## config.mk

```make
export PLATFORM = sky130hd
export DESIGN_NAME = flash_access_arbiter
export DESIGN_NICKNAME = d
export VERILOG_FILES = /design/src/rtl/flash_ctrl_pkg.sv /design/src/rtl/flash_bus_cycle.sv /design/src/rtl/flash_access_arbiter.sv
export SDC_FILE = /design/constraint.sdc
export NUM_CORES = 1
export LEC_CHECK = 0
export BUFFER_PORTS_ARGS = -buffer_cell sky130_fd_sc_hd__buf_2
export CAP_MARGIN = 25
export CORE_ASPECT_RATIO = 2
export CORE_UTILIZATION = 55
export CTS_CLUSTER_SIZE = 40
export DETAILED_ROUTE_END_ITERATION = 8
export PLACE_DENSITY_LB_ADDON = 0.3
export SYNTH_ARGS = -nofsm -noshare
export SYNTH_HDL_FRONTEND = slang
export SYNTH_SLANG_ARGS = --single-unit
```

## constraint.sdc

```tcl
create_clock -name clock_input -period 11.25 [get_ports clock_input]
set_input_delay 2.25 -clock clock_input [delete_from_list [all_inputs] [get_ports clock_input]]
set_output_delay 2.25 -clock clock_input [all_outputs]
set_load 0.005 [all_outputs]
```

## src/rtl/flash_ctrl_pkg.sv

```systemverilog
// ============================================================================
// Module   : flash_ctrl_pkg
// Brief    : Shared FSM states, command encodings and flash command sequences.
// Revision : 1.0 - initial release
// ============================================================================
`default_nettype none

package flash_ctrl_pkg;

  typedef enum logic [2:0] {
    IDLE      = 3'd0,
    SETUP     = 3'd1,
    STROBE    = 3'd2,
    HOLD      = 3'd3,
    NEXT      = 3'd4,
    WAIT_DONE = 3'd5,
    RESP      = 3'd6
  } fsm_state_e;

  typedef enum logic [1:0] {
    OP_READ  = 2'd0,
    OP_PROG  = 2'd1,
    OP_ERASE = 2'd2
  } op_e;

  localparam logic [21:0] UNLOCK_ADDR_1 = 22'h000555;
  localparam logic [21:0] UNLOCK_ADDR_2 = 22'h0002AA;
  localparam logic [15:0] CODE_AA       = 16'h00AA;
  localparam logic [15:0] CODE_55       = 16'h0055;
  localparam logic [15:0] CODE_A0       = 16'h00A0;
  localparam logic [15:0] CODE_80       = 16'h0080;
  localparam logic [15:0] CODE_30       = 16'h0030;

  function automatic logic [2:0] seq_len(input op_e op);
    case (op)
      OP_PROG:  return 3'd4;
      OP_ERASE: return 3'd6;
      default:  return 3'd1;
    endcase
  endfunction

  // The final bus cycle of every sequence targets the requester's own address.
  function automatic logic [21:0] seq_addr(input op_e op, input logic [2:0] step,
                                           input logic [21:0] addr);
    if (op == OP_READ || step == seq_len(op) - 3'd1) return addr;
    if (step == 3'd1 || step == 3'd4) return UNLOCK_ADDR_2;
    return UNLOCK_ADDR_1;
  endfunction

  function automatic logic [15:0] seq_data(input op_e op, input logic [2:0] step,
                                           input logic [15:0] wdata);
    if (op == OP_PROG) begin
      case (step)
        3'd0:    return CODE_AA;
        3'd1:    return CODE_55;
        3'd2:    return CODE_A0;
        default: return wdata;
      endcase
    end else if (op == OP_ERASE) begin
      case (step)
        3'd0, 3'd3: return CODE_AA;
        3'd1, 3'd4: return CODE_55;
        3'd2:       return CODE_80;
        default:    return CODE_30;
      endcase
    end
    return wdata;
  endfunction

endpackage

`default_nettype wire

```

## src/rtl/flash_bus_cycle.sv

```systemverilog
// ============================================================================
// Module   : flash_bus_cycle
// Brief    : One SETUP/STROBE/HOLD flash bus cycle per start pulse; done pulses in HOLD.
// Revision : 1.0 - initial release
// ============================================================================
`default_nettype none

module flash_bus_cycle
  import flash_ctrl_pkg::*;
#(
  parameter int unsigned STROBE_CYCLES = 4
) (
  input  logic        clk_i,
  input  logic        rst_i,
  input  logic        start_i,
  input  logic        write_i,
  input  logic [21:0] addr_i,
  input  logic [15:0] data_i,
  input  logic [15:0] dq_i,
  output logic        done_o,
  output logic [15:0] rdata_o,
  output logic        ce_n_o,
  output logic        oe_n_o,
  output logic        we_n_o,
  output logic [21:0] addr_o,
  output logic [15:0] dq_o,
  output logic        dq_oe_o
);

  localparam logic [7:0] LAST_STROBE = 8'(STROBE_CYCLES - 1);

  fsm_state_e  phase_q, phase_d;
  logic [7:0]  cnt_q, cnt_d;
  logic        write_q;
  logic        w_write;
  logic        ce_n_q, oe_n_q, we_n_q, dq_oe_q;
  logic [21:0] addr_q;
  logic [15:0] dq_q, rdata_q;

  always_comb begin
    phase_d = phase_q;
    cnt_d   = cnt_q;
    case (phase_q)
      IDLE:    if (start_i) begin phase_d = SETUP; cnt_d = '0; end
      SETUP:   phase_d = STROBE;
      STROBE:  if (cnt_q == LAST_STROBE) begin phase_d = HOLD; cnt_d = '0; end
               else cnt_d = cnt_q + 8'd1;
      default: phase_d = IDLE;
    endcase
  end

  // Pin outputs are registered from the next phase so they line up with it.
  assign w_write = (phase_q == IDLE) ? write_i : write_q;
  assign done_o  = (phase_q == HOLD);

  always_ff @(posedge clk_i) begin
    if (rst_i) begin
      phase_q <= IDLE;
      cnt_q   <= '0;
      write_q <= 1'b0;
      ce_n_q  <= 1'b1;
      oe_n_q  <= 1'b1;
      we_n_q  <= 1'b1;
      dq_oe_q <= 1'b0;
      addr_q  <= '0;
      dq_q    <= '0;
      rdata_q <= '0;
    end else begin
      phase_q <= phase_d;
      cnt_q   <= cnt_d;
      if (phase_q == IDLE && start_i) begin
        write_q <= write_i;
        addr_q  <= addr_i;
        dq_q    <= data_i;
      end
      ce_n_q  <= !(phase_d == SETUP || phase_d == STROBE);
      oe_n_q  <= !(phase_d == STROBE && !w_write);
      we_n_q  <= !(phase_d == STROBE && w_write);
      dq_oe_q <= w_write && (phase_d == SETUP || phase_d == STROBE || phase_d == HOLD);
      if (phase_q == STROBE && cnt_q == LAST_STROBE && !write_q) rdata_q <= dq_i;
    end
  end

  assign ce_n_o  = ce_n_q;
  assign oe_n_o  = oe_n_q;
  assign we_n_o  = we_n_q;
  assign dq_oe_o = dq_oe_q;
  assign addr_o  = addr_q;
  assign dq_o    = dq_q;
  assign rdata_o = rdata_q;

endmodule

`default_nettype wire

```

## src/rtl/flash_access_arbiter.sv

```systemverilog
// ============================================================================
// Module   : flash_access_arbiter
// Brief    : Round-robin two-requester NOR flash controller (read/program/erase).
//            Define FLASH_ERASE_EN to enable the sector-erase command sequence.
// Revision : 1.0 - initial release
// ============================================================================
`default_nettype none

module flash_access_arbiter
  import flash_ctrl_pkg::*;
#(
  parameter int unsigned STROBE_CYCLES = 4,
  parameter int unsigned PROG_WAIT     = 1000
) (
  input  logic             clock_input,
  input  logic             reset,
  input  logic [1:0]       req_valid,
  input  logic [1:0]       req_write,
  input  logic [1:0]       req_erase,
  input  logic [1:0][21:0] req_addr,
  input  logic [1:0][15:0] req_wdata,
  output logic [1:0]       req_done,
  output logic [15:0]      rdata,
  output logic             cmd_err,
  output logic             busy,
  output logic             oFLASH_CE_N,
  output logic             oFLASH_OE_N,
  output logic             oFLASH_WE_N,
  output logic [21:0]      oFLASH_A,
  output logic [15:0]      flash_dq_out,
  output logic             flash_dq_oe,
  input  logic [15:0]      flash_dq_in
);

`ifdef FLASH_ERASE_EN
  localparam bit ERASE_EN = 1'b1;
`else
  localparam bit ERASE_EN = 1'b0;
`endif
  localparam logic [15:0] LAST_WAIT = 16'(PROG_WAIT - 1);

  fsm_state_e  state_q, state_d;
  logic [2:0]  step_q, step_d;
  logic [15:0] wait_q, wait_d;
  logic        last_grant_q, gnt_q;
  op_e         op_q;
  logic [21:0] addr_q;
  logic [15:0] wdata_q, rdata_q;
  logic [1:0]  done_q;
  logic        err_q, busy_q;

  logic        w_winner, w_gnt, w_start, w_bus_done;
  op_e         w_req_op, w_op, w_bus_op;
  logic [2:0]  w_bus_step;
  logic [21:0] w_bus_base;
  logic [15:0] w_bus_wdata, w_bus_rdata;

  // Both pending: the requester not granted last wins.
  assign w_winner = (req_valid == 2'b11) ? ~last_grant_q : req_valid[1];
  assign w_req_op = req_erase[w_winner] ? OP_ERASE :
                    (req_write[w_winner] ? OP_PROG : OP_READ);
  assign w_gnt    = (state_q == IDLE) ? w_winner : gnt_q;
  assign w_op     = (state_q == IDLE) ? w_req_op : op_q;

  // SETUP at this level spans the whole bus cycle run by flash_bus_cycle.
  always_comb begin
    state_d     = state_q;
    step_d      = step_q;
    wait_d      = wait_q;
    w_start     = 1'b0;
    w_bus_op    = op_q;
    w_bus_step  = step_q;
    w_bus_base  = addr_q;
    w_bus_wdata = wdata_q;
    case (state_q)
      IDLE: begin
        if (|req_valid) begin
          step_d = 3'd0;
          if (w_req_op == OP_ERASE && !ERASE_EN) begin
            state_d = RESP;
          end else begin
            state_d     = SETUP;
            w_start     = 1'b1;
            w_bus_op    = w_req_op;
            w_bus_step  = 3'd0;
            w_bus_base  = req_addr[w_winner];
            w_bus_wdata = req_wdata[w_winner];
          end
        end
      end
      SETUP: begin
        if (w_bus_done) begin
          if (op_q == OP_READ) begin
            state_d = RESP;
          end else if (step_q == seq_len(op_q) - 3'd1) begin
            state_d = WAIT_DONE;
            wait_d  = '0;
          end else begin
            state_d = NEXT;
            step_d  = step_q + 3'd1;
          end
        end
      end
      NEXT: begin
        state_d = SETUP;
        w_start = 1'b1;
      end
      WAIT_DONE: begin
        if (wait_q == LAST_WAIT) state_d = RESP;
        else wait_d = wait_q + 16'd1;
      end
      default: state_d = IDLE;
    endcase
  end

  always_ff @(posedge clock_input) begin
    if (reset) begin
      state_q      <= IDLE;
      step_q       <= '0;
      wait_q       <= '0;
      last_grant_q <= 1'b1;
      gnt_q        <= 1'b0;
      op_q         <= OP_READ;
      addr_q       <= '0;
      wdata_q      <= '0;
      rdata_q      <= '0;
      done_q       <= '0;
      err_q        <= 1'b0;
      busy_q       <= 1'b0;
    end else begin
      state_q <= state_d;
      step_q  <= step_d;
      wait_q  <= wait_d;
      if (state_q == IDLE && |req_valid) begin
        last_grant_q <= w_winner;
        gnt_q        <= w_winner;
        op_q         <= w_req_op;
        addr_q       <= req_addr[w_winner];
        wdata_q      <= req_wdata[w_winner];
      end
      done_q <= (state_d == RESP) ? (2'b01 << w_gnt) : 2'b00;
      err_q  <= (state_d == RESP) && (w_op == OP_ERASE) && !ERASE_EN;
      busy_q <= (state_d != IDLE);
      if (state_d == RESP && w_op == OP_READ) rdata_q <= w_bus_rdata;
    end
  end

  flash_bus_cycle #(
    .STROBE_CYCLES(STROBE_CYCLES)
  ) u_bus (
    .clk_i   (clock_input),
    .rst_i   (reset),
    .start_i (w_start),
    .write_i (w_bus_op != OP_READ),
    .addr_i  (seq_addr(w_bus_op, w_bus_step, w_bus_base)),
    .data_i  (seq_data(w_bus_op, w_bus_step, w_bus_wdata)),
    .dq_i    (flash_dq_in),
    .done_o  (w_bus_done),
    .rdata_o (w_bus_rdata),
    .ce_n_o  (oFLASH_CE_N),
    .oe_n_o  (oFLASH_OE_N),
    .we_n_o  (oFLASH_WE_N),
    .addr_o  (oFLASH_A),
    .dq_o    (flash_dq_out),
    .dq_oe_o (flash_dq_oe)
  );

  assign req_done = done_q;
  assign cmd_err  = err_q;
  assign busy     = busy_q;
  assign rdata    = rdata_q;

endmodule

`default_nettype wire

```

==> results.txt, run 1 <==
The setup slack after layout came out at 4.94 ns. For the pin with the worst max-slew slack, the measured transition is 1.05 ns. The footprint of the multi-input gates came out at 3690 sq um. The area enclosed by the die boundary came out at 13300 sq um. The distinct cell type count of the synthesized netlist is 61. In this run, post-CTS repair resized a total of 0 instances.

The cell row count came out at 58. The area fraction of the dominant cell type after synthesis is 43.7%. The fraction of layout instances using a drive strength above 1 is 23.1%. The peak per-stage delay on the critical path came out at 0.65 ns. The run finished with clean final reports. The number of vias after detailed routing is 6267. The number of cells on the worst reg-to-reg path is 14. In this design, the critical path's most frequently occurring cell is sky130_fd_sc_hd__a21oi_1. The count of clock tree sinks is 154. The DRC violations left is 0.

Counting instances in the post-synthesis netlist gives the leading cell types as sky130_fd_sc_hd__dfxtp_1, sky130_fd_sc_hd__nor2_1, sky130_fd_sc_hd__mux2i_1, sky130_fd_sc_hd__nand2_1, sky130_fd_sc_hd__a21oi_1. The min-delay analysis places its worst path in the category reg -> reg. For this design the ratio of total power to cell area is 180 nW/um^2. The critical path launch point type is an input pin. The internal reg-to-reg setup slack came out at 6.53 ns. The synthesized netlist cell count came out at 807. Global routing consumed, on the met3 layer, 4.83% of the routing resources.

Setup repair after global routing left no endpoint under its margin. Counting along the longest clock path gives a buffer depth of 2. For this run, the number of Yosys warnings is 0. The final cell count without fillers is 1103.

By area the synthesized netlist is led by sky130_fd_sc_hd__dfxtp_1, sky130_fd_sc_hd__mux2i_1, sky130_fd_sc_hd__nor2_1, sky130_fd_sc_hd__a211oi_1, sky130_fd_sc_hd__a21oi_1. The worst path arrival time is 6.66 ns. The maximum net fanout on the critical path is 45. At the placement stage, the worst setup path has a slack of 4.48 ns. The I/O pin count came out at 162. The final weighted congestion in routability-driven placement came out at 0.833. The detail route stage leaves a number of antenna-violating nets equal to 0. For this run the aggregate overflow at the end of global routing stands at 0. The pre-antenna-repair detailed-routing pass consisted of 5 iterations. The standby leakage power is 3.71 nW. The wire length per cell came out at 15.3 um. In the finished design, the share of the clock period the worst path needs comes to 56.1%.

Cells fill 68.0% of the core in the end. The fill cell instance count of the final layout is 1053. The tightest hold path in the finished design has a slack of 0.456 ns. STA classifies the critical path endpoint as a flop. The cell area that synthesis handed to floorplanning was 7060 sq um.

Averaged over all synthesized cells, the footprint is 8.75 sq um. The setup violation total in the final timing report came out at 0. Global routing used 26.7% of the available tracks. The first global-routing pass estimated 27400 um of wire. The minimum clock period came out at 6.31 ns. IR analysis of the VDD net gives a maximum drop of 0.125 mV. The number of global-route vias before repair came to 5951. From synthesis to final layout, the design area changed by 20.9%. The pin count of the biggest net entering global routing is 84. The post-layout net count came out at 1050.

The number of antenna diodes in the final layout is 0. The critical path goes through buf_2 > a21bo_2 > buf_4 > o22ai_2 > nand2_1 > a21oi_1 > a21oi_1 > inv_1 > ha_1 > nor3b_1 > o221ai_1 > o211ai_1 > a2111o_1 > nor4b_2 > a221o_1. The synthesized net count is 917. The first routing iteration left 264 violations. The post-CTS setup buffer count is 0.

The clock tree from TritonCTS is built. The area used by sequential logic in the layout came out at 3080 sq um. The global routing usage on met1 is 28.2%.

The initial antenna violation count came out at 0. The library cell with the largest summed area after synthesis is sky130_fd_sc_hd__dfxtp_1. The standard cell area after detailed placement is 7890 sq um.

The type of the worst setup path is in -> reg. The global routing stage identified its most utilized layer as met2. The sequential share of the synthesized area is 43.7%. The die width is 82.1 um. In the synthesized netlist the dominant register cell turns out to be sky130_fd_sc_hd__dfxtp_1. The max-capacitance violation count is 0. Based on the critical path, the design can be clocked at up to 0.159 GHz.

The cts-stage hold buffer count is 0. The vertical die dimension is 162 um. The H-tree level count is 4.

The insertion delay of the later-clocked pin in the worst-skew pair came out at 0.43 ns. Clock tree synthesis selected as its root buffer the cell sky130_fd_sc_hd__clkbuf_16. For this configuration, the core starts out at a cell density of 56.2%. In this run, CTS created clock tree buffers numbering 17. The total wire length after detailed routing is 16900 um. The worst register-to-register path ends at u_bus.addr_o[4]. The clock tree skew after final layout is 0.0211 ns. At the worst endpoint, the required time is 11.61 ns.

Counting flops with a built-in enable in the synthesized netlist gives 0. After routing, the total negative slack on setup checks comes to 0 ns. The max-slew headroom at the worst pin came out at 29.8%. The start point of the critical path is req_valid[1]. The number of hold-slack violations in the final timing report was 0. The count of input and output buffers is 161. The post-synthesis sequential element count is 154.

The termination of the worst setup path is u_bus.addr_o[4]. After detailed routing, the number of vias per cell comes to 5.68. The leading cell type by number of instances after synthesis is sky130_fd_sc_hd__dfxtp_1. The cell total after placement is 1070. The HPWL reported at the end of detailed placement is 11600 um. The async set-or-reset flop fraction in the synthesized netlist is 0%.

Global routing used 48.9% of the available met2 tracks. The slowest cell on the critical path is sky130_fd_sc_hd__nand2_1. The core box area is 12600 sq um. The final total power is 1.54 mW. In this run the critical register-to-register path is launched from last_grant_q. The final standard cell area without fillers is 8530 sq um. The max-slew violation count came to 0.

The clock slew at the register clock pins of the worst setup and hold paths is 0.07 ns.
how the worst min path moves through the flow:
| stage | slack, ns | cells after the start | from | end |
|---|---|---|---|---|
| floorplan | 0.45 | 2 | u_bus.addr_o[14] | u_bus.addr_o[14] |
| global placement | 0.44 | 2 | u_bus.dq_o[15] | u_bus.dq_o[15] |
| detailed placement | 0.44 | 2 | u_bus.dq_o[8] | u_bus.dq_o[8] |
| CTS | 0.46 | 2 | u_bus.dq_o[14] | u_bus.dq_o[14] |
| global route | 0.47 | 2 | u_bus.dq_o[14] | u_bus.dq_o[14] |
| finish | 0.46 | 2 | u_bus.dq_o[10] | u_bus.dq_o[10] |
kinds of logic after synthesis:
| logic type | share of synthesized area, % |
|---|---|
| mux | 10.2 |
| buf+inv | 4.22 |
| compound gates | 19.4 |
| other cells | 0.0531 |
| simple gates | 18.8 |
| xor+xnor | 1.86 |
| fa+ha+maj | 1.77 |
| flops | 43.7 |
power by group:
group / internal (mW) / switching, mW
Combinational: 0.118 / 0.189
Sequential: 0.596 / 0.0297
Clock: 0.358 / 0.247
Total: 1.07 / 0.466
cells in the final DEF (no fill, tap or decap), types with 10 or more instances in the layout:
cell                        netlist  routed
sky130_fd_sc_hd__nor3_1          13      13
sky130_fd_sc_hd__dfxtp_1        154     154
sky130_fd_sc_hd__nand2_1         66      66
sky130_fd_sc_hd__ha_1            10      10
sky130_fd_sc_hd__buf_2           10     160
sky130_fd_sc_hd__nand3_1         11      11
sky130_fd_sc_hd__a21oi_1         54      54
sky130_fd_sc_hd__inv_1           16      16
sky130_fd_sc_hd__a211oi_1        45      45
sky130_fd_sc_hd__mux2i_1         72      72
sky130_fd_sc_hd__nor2_1         140     138
sky130_fd_sc_hd__a2111o_1        12      12
sky130_fd_sc_hd__xnor2_1         11      11
sky130_fd_sc_hd__o21ai_0         26      26
sky130_fd_sc_hd__o211ai_1        12      12
sky130_fd_sc_hd__clkbuf_16        0      17
worst max-delay path, delay by kind of cell:
kind            cells  cell delay, ns
buf+inv             3            0.77
fa+ha+maj           1            0.24
simple gates        3            1.52
compound gates      8            1.86
layer usage:
| metal | routed length, um | vias up |
|---|---|---|
| met5 | 0 | - |
| met4 | 529 | 0 |
| met3 | 704 | 35 |
| met2 | 9110 | 165 |
| met1 | 6520 | 2906 |
| li1 | - | 3161 |
state kept, by name (all words and copies together), names as in the netlist, 2 cells and up:
register	cells
op_q	2
u_bus.addr_o	22
state_q	3
u_bus.rdata_o	16
addr_q	22
wdata_q	16
u_bus.phase_q	3
wait_q	16
step_q	3
u_bus.cnt_q	8
rdata	16
u_bus.dq_o	16
req_done	2
final cells by class:
class	count	area share, %
multi-input cells	581	43.3
flip-flops and latches	154	36.1
repair buffers	170	10.4
clock buffers	17	4.99
clock inverters	15	2.35
well taps	150	2.20
inverters	16	0.704
Note: power is estimated with default switching activity, not from simulation.
==> run 2, diff against run 1 <==
Settings changed: CORE_UTILIZATION 55 to 54.
Clock period 11.25 ns to 6.6 ns, I/O delays scaled along.
==> results.txt, run 2 (synthesis results as in run 1) <==
Outcome: completed (unchanged). The final-layout setup total negative slack is 0 ns (unchanged). The number of buffers created by CTS is 17 (unchanged). The number of cells on the worst hold path came out at 2 (unchanged). The worst min-delay path endpoint is u_bus.dq_o[15] (was u_bus.dq_o[10]). The fraction of layout instances using a drive strength above 1 came out at 22.9% (was 23.1%). The total congestion overflow after global routing is 0 (unchanged). The final weighted congestion in routability-driven placement came to 0.843 (was 0.833). The post-detailed-route via-to-cell ratio is 5.72 (was 5.68). The maximum net fanout on the critical path came out at 44 (was 45). The slowest cell on the critical path is sky130_fd_sc_hd__buf_4 (was sky130_fd_sc_hd__nand2_1). Ordered list of cells on the worst path: buf_2 > a21bo_2 > buf_4 > nand2_1 > a21oi_1 > a21oi_1 > ha_1 > nor3b_1 > o221ai_1 > o211ai_1 > a2111o_1 > nor4b_2 > a221o_1 (was buf_2 > a21bo_2 > buf_4 > o22ai_2 > nand2_1 > a21oi_1 > a21oi_1 > inv_1 > ha_1 > nor3b_1 > o221ai_1 > o211ai_1 > a2111o_1 > nor4b_2 > a221o_1).

The standby leakage power came out at 3.69 nW (was 3.71 nW). The pin count of the biggest net entering global routing came out at 82 (was 84). The core box area came out at 12600 sq um (about the same). The I/O pin count was 162 (unchanged). The origin of the critical flop-to-flop path was state_q[2] (was last_grant_q).

The most frequent cell on the critical path is sky130_fd_sc_hd__a21oi_1 (unchanged). The initial antenna violation count is 0 (unchanged). The clock slew at the register clock pins of the worst setup and hold paths came to 0.06 ns (was 0.07 ns). The maximum ir drop on the vdd rail was 0.215 mV (was 0.125 mV). The area enclosed by the die boundary is 13600 sq um (was 13300 sq um).

The number of global-route vias before repair is 5914 (was 5951). The number of diodes came out at 0 (unchanged). The insertion delay of the later-clocked pin in the worst-skew pair is 0.42 ns (was 0.43 ns). The class of the worst hold path is reg -> reg (unchanged). The cts-stage hold buffer count was 0 (unchanged). The critical path launch point type was an input pin (unchanged). The type of the worst setup path was in -> reg (unchanged). The max-slew violation count is 0 (unchanged). The worst path uses 71.3% of the clock period. The number of vias after detailed routing came out at 6299 (was 6267).

The cell at the root of the clock tree is sky130_fd_sc_hd__clkbuf_16 (unchanged). The max-slew headroom at the worst pin was 31.7% (was 29.8%). The count of clock tree sinks is 154 (unchanged). The max-capacitance violation count came out at 0 (unchanged). The H-tree level count came out at 4 (unchanged). The number of buffers on the longest clock path came out at 2 (unchanged). The number of cells on the worst reg-to-reg path is 12 (was 14). The worst path in the final design needs a cycle of 4.71 ns, including I/O delays and setup.

The startpoint of the lowest-slack hold path is u_bus.dq_o[15] (was u_bus.dq_o[10]). The internal reg-to-reg setup slack is 2.47 ns (was 6.53 ns). The HPWL reported at the end of detailed placement is 11900 um (was 11600 um).

The total wire length after detailed routing came out at 17000 um (was 16900 um). The starting density of the core came out at 55.9% (was 56.2%). The DRC violations left is 0 (unchanged).

The number of design-rule violations left by the first detailed-router iteration is 283 (was 264). The post-layout net count came to 1050 (unchanged). The cell row count is 58 (unchanged). The total of cells resized after clock tree synthesis is 0 (unchanged). The number of routed nets with antenna violations came out at 0 (unchanged). The first-pass iteration count of the detailed router was 6 (was 5).

The clock tree skew after final layout is 0.00955 ns (was 0.0211 ns). The post-CTS setup buffer count is 0 (unchanged). Setup repair after global routing missed its margin: false (unchanged). The required time at the worst-slack endpoint came out at 6.96 ns (was 11.61 ns). The endpoint of the most critical register-to-register path is u_bus.addr_o[2] (was u_bus.addr_o[4]).

The total track usage came to 24.8% (was 26.7%). The die width is 82.8 um (was 82.1 um). The global-route wire length before repair came out at 27300 um (was 27400 um). The vertical die dimension came out at 164 um (was 162 um). The count of input and output buffers came out at 161 (unchanged). The type of element capturing the critical path is a flop (unchanged).

The clock tree from TritonCTS was built (unchanged). The setup violation total in the final timing report came out at 0 (unchanged). The most common cell after layout, fill and taps aside is sky130_fd_sc_hd__buf_2 (unchanged).

The slew of the pin with the lowest slew margin is 1.02 ns (was 1.05 ns). The wire length per cell is 15.5 um (was 15.3 um). The final hold slack is 0.448 ns (was 0.456 ns). The timing-limited maximum frequency is 0.212 GHz. The total power divided by cell area is 297 nW/um^2 (was 180 nW/um^2). The peak per-stage delay on the critical path came to 0.58 ns (was 0.65 ns).

The number of hold-slack violations in the final timing report is 0 (unchanged). The area added between synthesis and finish is 19.9% (was 20.9%). The worst path arrival time came to 5.06 ns (was 6.66 ns).

Highest-count cells in the layout ignoring fill and taps: sky130_fd_sc_hd__buf_2, sky130_fd_sc_hd__dfxtp_1, sky130_fd_sc_hd__nor2_1 (unchanged).
[run 2: changes by cell type in the layout (fill, tap and decap cells not counted), sizes merged]
cell,delta
clkbuf,+2
inv,-4
clkinvlp,-1
clkinv,+4
bufinv,-2
[run 2: cell type report]
| class | count | area [sq um] |
|---|---|---|
| clock buffers | 19 | 443 |
| fillers | 1079 | 4160 |
| well taps | 150 | 188 |
| multi-input cells | 581 | 3690 |
| repair buffers | 170 | 883 |
| inverters | 16 | 60.1 |
| flip-flops and latches | 154 | 3080 |
| clock inverters | 12 | 115 |
[run 2: per-stage QoR]
stage	setup slack (ns)	cells	utilization (%)	total power [mW]	area [sq um]
after floorplan	2.30	807	-	1.45	7060
final	1.89	1102	67.0	2.52	8460
after CTS	1.91	1101	66.9	2.53	8450
after global routing	1.54	1102	67.0	2.64	8460
after global placement	1.59	1070	62.5	1.60	7890
after detailed placement	1.49	1070	62.5	1.61	7890
[run 2: worst max-delay path by stage]
stage	start	slack (ns)	cells past startpoint	to
2_1_floorplan	req_valid[1]	2.30	15	u_bus.addr_o[14]
3_3_place_gp	req_valid[1]	1.59	13	u_bus.addr_o[6]
3_5_place_dp	req_valid[1]	1.49	13	u_bus.addr_o[2]
4_1_cts	req_valid[1]	1.91	13	u_bus.addr_o[2]
5_1_grt	req_valid[1]	1.54	13	u_bus.addr_o[2]
6_report	req_valid[1]	1.89	13	u_bus.addr_o[2]
[run 2: power by group]
part / internal (mW) / switching [mW] / total, mW
clock network: 0.531 / 0.392 / 0.923
registers: 1.02 / 0.0505 / 1.07
logic: 0.202 / 0.325 / 0.527
[run 2: worst max-delay path, delay by kind of cell]
kind | cells | cell delay, ns
simple gates | 3 | 1.07
compound gates | 7 | 1.61
buf+inv | 2 | 0.70
fa+ha+maj | 1 | 0.33
[run 2: per-layer routing]
metal	global-route usage [%]	wire, um	vias up
li1	-	-	3143
met1	26.1	6640	2953
met2	46.3	9270	174
met3	5.61	698	29
met4	10.8	415	0
met5	0	0	-
==> run 3, diff against run 2 <==
Settings changed: ABC_AREA set to 1, CORE_UTILIZATION 54 to 55.
Clock period 6.6 ns to 4.91 ns, I/O delays scaled along.
==> results.txt, run 3 <==
The fraction of power consumed by combinational cells is 24.8% (was 21.0%). The type of the worst setup path was in -> reg (unchanged). The portion of total power attributed to sequential cells is 41.0% (was 42.4%). The insertion delay of the later-clocked pin in the worst-skew pair is 0.42 ns (about the same). The post-CTS setup buffer count came out at 0 (unchanged). The number of buffers created by CTS came to 17 (unchanged). The count of clock tree sinks is 154 (unchanged).

The final cell count without fillers is 1298 (was 1102). The total power divided by cell area is 420 nW/um^2 (was 297 nW/um^2). The async set-or-reset flop fraction in the synthesized netlist was 0% (unchanged). The final standard cell area without fillers came out at 8700 sq um (was 8460 sq um). The initial antenna violation count is 0 (unchanged). The post-place setup slack was 1.14 ns (was 1.49 ns). Subtracting the final worst setup slack from the clock period gives 3.38 ns.

The part of the total power dissipated in the clock network came out at 34.2% (was 36.7%). The final-layout setup total negative slack is 0 ns (unchanged). The max-slew headroom at the worst pin is 54.4% (was 31.7%). The most common flop cell mapped by yosys was sky130_fd_sc_hd__dfxtp_1 (unchanged). The starting density of the core came to 56.2% (was 55.9%). The cell row count is 59 (was 58).

The distinct cell type count of the synthesized netlist was 37 (was 61). The total congestion overflow after global routing is 0 (unchanged). The standard cell area after detailed placement was 8110 sq um (was 7890 sq um). The post-route clock period utilization came out at 68.9%. Largest cells by area after synthesis: sky130_fd_sc_hd__dfxtp_1, sky130_fd_sc_hd__nand2_1, sky130_fd_sc_hd__a21oi_1, sky130_fd_sc_hd__o21ai_0, sky130_fd_sc_hd__inv_1 (was sky130_fd_sc_hd__dfxtp_1, sky130_fd_sc_hd__mux2i_1, sky130_fd_sc_hd__nor2_1, sky130_fd_sc_hd__a211oi_1, sky130_fd_sc_hd__a21oi_1). The final weighted congestion in routability-driven placement is 0.923 (was 0.843).

The sequential share of the synthesized area is 42.2% (was 43.7%). The number of routed nets with antenna violations is 0 (unchanged). The clock slew at the register clock pins of the worst setup and hold paths was 0.07 ns (was 0.06 ns). The post-synthesis sequential element count is 154 (unchanged).

The critical path launch point type was an input pin (unchanged). The class of the worst hold path was reg -> reg (unchanged). The type of element capturing the critical path is a flop (unchanged).

Outcome: completed (unchanged). The fill cell instance count of the final layout is 1193 (was 1079). The mean area per synthesized cell is 7.33 sq um (was 8.75 sq um). The number of global-route vias before repair came out at 6415 (was 5914). The DRC violations left came to 0 (unchanged). The cell at the root of the clock tree is sky130_fd_sc_hd__clkbuf_16 (unchanged).

The first-pass iteration count of the detailed router is 6 (unchanged). The max-slew violation count was 0 (unchanged). The library cell with the largest summed area after synthesis is sky130_fd_sc_hd__dfxtp_1 (unchanged). The vertical die dimension is 165 um (was 164 um). The area fraction of the dominant cell type after synthesis is 42.2% (was 43.7%). The number of diodes came out at 0 (unchanged). The synthesized net count is 1106 (was 917).

The clock tree from TritonCTS is built (unchanged). The timing-limited maximum frequency came out at 0.296 GHz. The number of design-rule violations left by the first detailed-router iteration was 318 (was 283). The synthesized netlist cell count came to 996 (was 807).

The standby leakage power came to 4.01 nW (was 3.69 nW). The max-capacitance violation count came out at 0 (unchanged). The utilization after layout is 67.0% (about the same).

The leading cell type by number of instances after synthesis is sky130_fd_sc_hd__nand2_1 (was sky130_fd_sc_hd__dfxtp_1). The pin count of the biggest net entering global routing came out at 79 (was 82). The die width was 83.5 um (was 82.8 um). The number of enable-type register cells in the synthesized netlist came out at 0 (unchanged). The count of input and output buffers is 161 (unchanged). The setup slack after layout was 1.53 ns (was 1.89 ns). The area enclosed by the die boundary was 13800 sq um (was 13600 sq um). The cts-stage hold buffer count is 0 (unchanged). The global-route wire length before repair is 29200 um (was 27300 um).

Highest-count cells in the layout ignoring fill and taps: sky130_fd_sc_hd__nand2_1, sky130_fd_sc_hd__buf_2, sky130_fd_sc_hd__dfxtp_1 (was sky130_fd_sc_hd__buf_2, sky130_fd_sc_hd__dfxtp_1, sky130_fd_sc_hd__nor2_1). The number of vias after detailed routing came out at 7015 (was 6299). The core box area is 13000 sq um (was 12600 sq um). The net switching power came out at 1.23 mW (was 0.768 mW). The post-synthesis cell area is 7300 sq um (was 7060 sq um).

The wire length per cell came to 14.0 um (was 15.5 um). The number of hold-slack violations in the final timing report came out at 0 (unchanged). The internal portion of total power is 2.42 mW (was 1.75 mW). The clock tree skew after final layout is 0.00902 ns (was 0.00955 ns). The worst path arrival time was 3.66 ns (was 5.06 ns). The number of buffers on the longest clock path is 2 (unchanged). The post-layout net count came out at 1243 (was 1050). The total of cells resized after clock tree synthesis is 0 (unchanged). The slew of the pin with the lowest slew margin is 0.678 ns (was 1.02 ns). The area added between synthesis and finish is 19.2% (was 19.9%). The required time at the worst-slack endpoint is 5.19 ns (was 6.96 ns). The total wire length after detailed routing is 18100 um (was 17000 um). The fraction of layout instances using a drive strength above 1 was 21.3% (was 22.9%). The maximum ir drop on the vdd rail was 0.310 mV (was 0.215 mV). The setup violation total in the final timing report is 0 (unchanged). Setup repair after global routing missed its margin: false (unchanged). The most common cell after layout, fill and taps aside is sky130_fd_sc_hd__nand2_1 (was sky130_fd_sc_hd__buf_2).

The cell total after placement is 1265 (was 1070). The switching share of power came out at 33.7% (was 30.5%). The post-detailed-route via-to-cell ratio is 5.40 (was 5.72). The total track usage came out at 26.2% (was 24.8%). Synth top cells by count: sky130_fd_sc_hd__nand2_1, sky130_fd_sc_hd__dfxtp_1, sky130_fd_sc_hd__a21oi_1, sky130_fd_sc_hd__o21ai_0, sky130_fd_sc_hd__inv_1 (was sky130_fd_sc_hd__dfxtp_1, sky130_fd_sc_hd__nor2_1, sky130_fd_sc_hd__mux2i_1, sky130_fd_sc_hd__nand2_1, sky130_fd_sc_hd__a21oi_1). The I/O pin count is 162 (unchanged).

The Yosys warning count was 0 (unchanged). The H-tree level count came out at 4 (unchanged). The maximum net fanout on the critical path came out at 25 (was 44). The HPWL reported at the end of detailed placement is 12900 um (was 11900 um).
run 3: path summary, 6_finish.rpt:
check                                        from                 to  slack [ns]  depth (start not counted)
worst max-delay path                 req_valid[0]    u_bus.addr_o[1]        1.53                         18
worst min-delay path            u_bus.rdata_o[11]  u_bus.rdata_o[11]        0.44                          2
worst max register to register       last_grant_q    u_bus.addr_o[1]        1.81                         17
worst min register to register  u_bus.rdata_o[11]  u_bus.rdata_o[11]        0.44                          2
run 3: layout make-up:
class	instances	area, sq um	share of cell area, %
Sequential cell	154	3080	35.4
Clock inverter	14	128	1.47
Clock buffer	18	439	5.05
Multi-Input combinational cell	687	3580	41.2
Timing Repair Buffer	171	893	10.3
Tap cell	152	190	2.19
Inverter	102	383	4.40
run 3: kinds of logic after synthesis:
kind of cell             Yosys count  synth area share (%)
buffers and inverters            155                  8.67
multiplexers                      26                  3.57
XOR/XNOR                          12                  1.44
other                              1                0.0514
adder cells (fa/ha/maj)           10                  1.71
AO/OA/AOI/OAI                    262                  20.0
flip-flops                       154                  42.2
AND/OR/NAND/NOR                  376                  22.4
run 3: critical path: stages:
cell                      delay [ns]
sky130_fd_sc_hd__buf_2          0.09
sky130_fd_sc_hd__nand2_1        0.07
sky130_fd_sc_hd__nand2_2        0.10
sky130_fd_sc_hd__nand2_1        0.07
sky130_fd_sc_hd__nand2_1        0.09
sky130_fd_sc_hd__nand2_2        0.26
sky130_fd_sc_hd__or2_2          0.40
sky130_fd_sc_hd__o21ai_1        0.16
sky130_fd_sc_hd__inv_1          0.10
sky130_fd_sc_hd__ha_1           0.42
sky130_fd_sc_hd__inv_1          0.11
sky130_fd_sc_hd__nand2_1        0.05
sky130_fd_sc_hd__nand2_1        0.10
sky130_fd_sc_hd__nand3_4        0.10
sky130_fd_sc_hd__nand2_4        0.26
sky130_fd_sc_hd__nand2_1        0.12
sky130_fd_sc_hd__nand3_1        0.09
sky130_fd_sc_hd__a21oi_1        0.07
run 3: routing by layer:
layer	track usage (%)	wire (um)	up-vias
met5	0	0	-
met4	12.6	693	0
met3	4.80	747	49
met2	50.3	9940	224
met1	26.9	6740	3170
li1	-	-	3572
run 3: metrics by stage:
step / hold slack, ns / total power [mW]
4_1_cts: 0.446 / 3.66
6_report: 0.443 / 3.65
5_1_grt: 0.454 / 3.86
3_5_place_dp: 0.435 / 2.42
3_3_place_gp: 0.430 / 2.40
2_1_floorplan: 0.424 / 2.17
run 3: power by group through the flow:
stage | Clock [mW] | Combinational [mW] | Sequential (mW)
6_report | 1.25 | 0.905 | 1.50
5_1_grt | 1.32 | 1.02 | 1.51
4_1_cts | 1.26 | 0.906 | 1.50
3_5_place_dp | 0 | 0.899 | 1.52
3_3_place_gp | 0 | 0.879 | 1.52
2_1_floorplan | 0 | 0.664 | 1.51
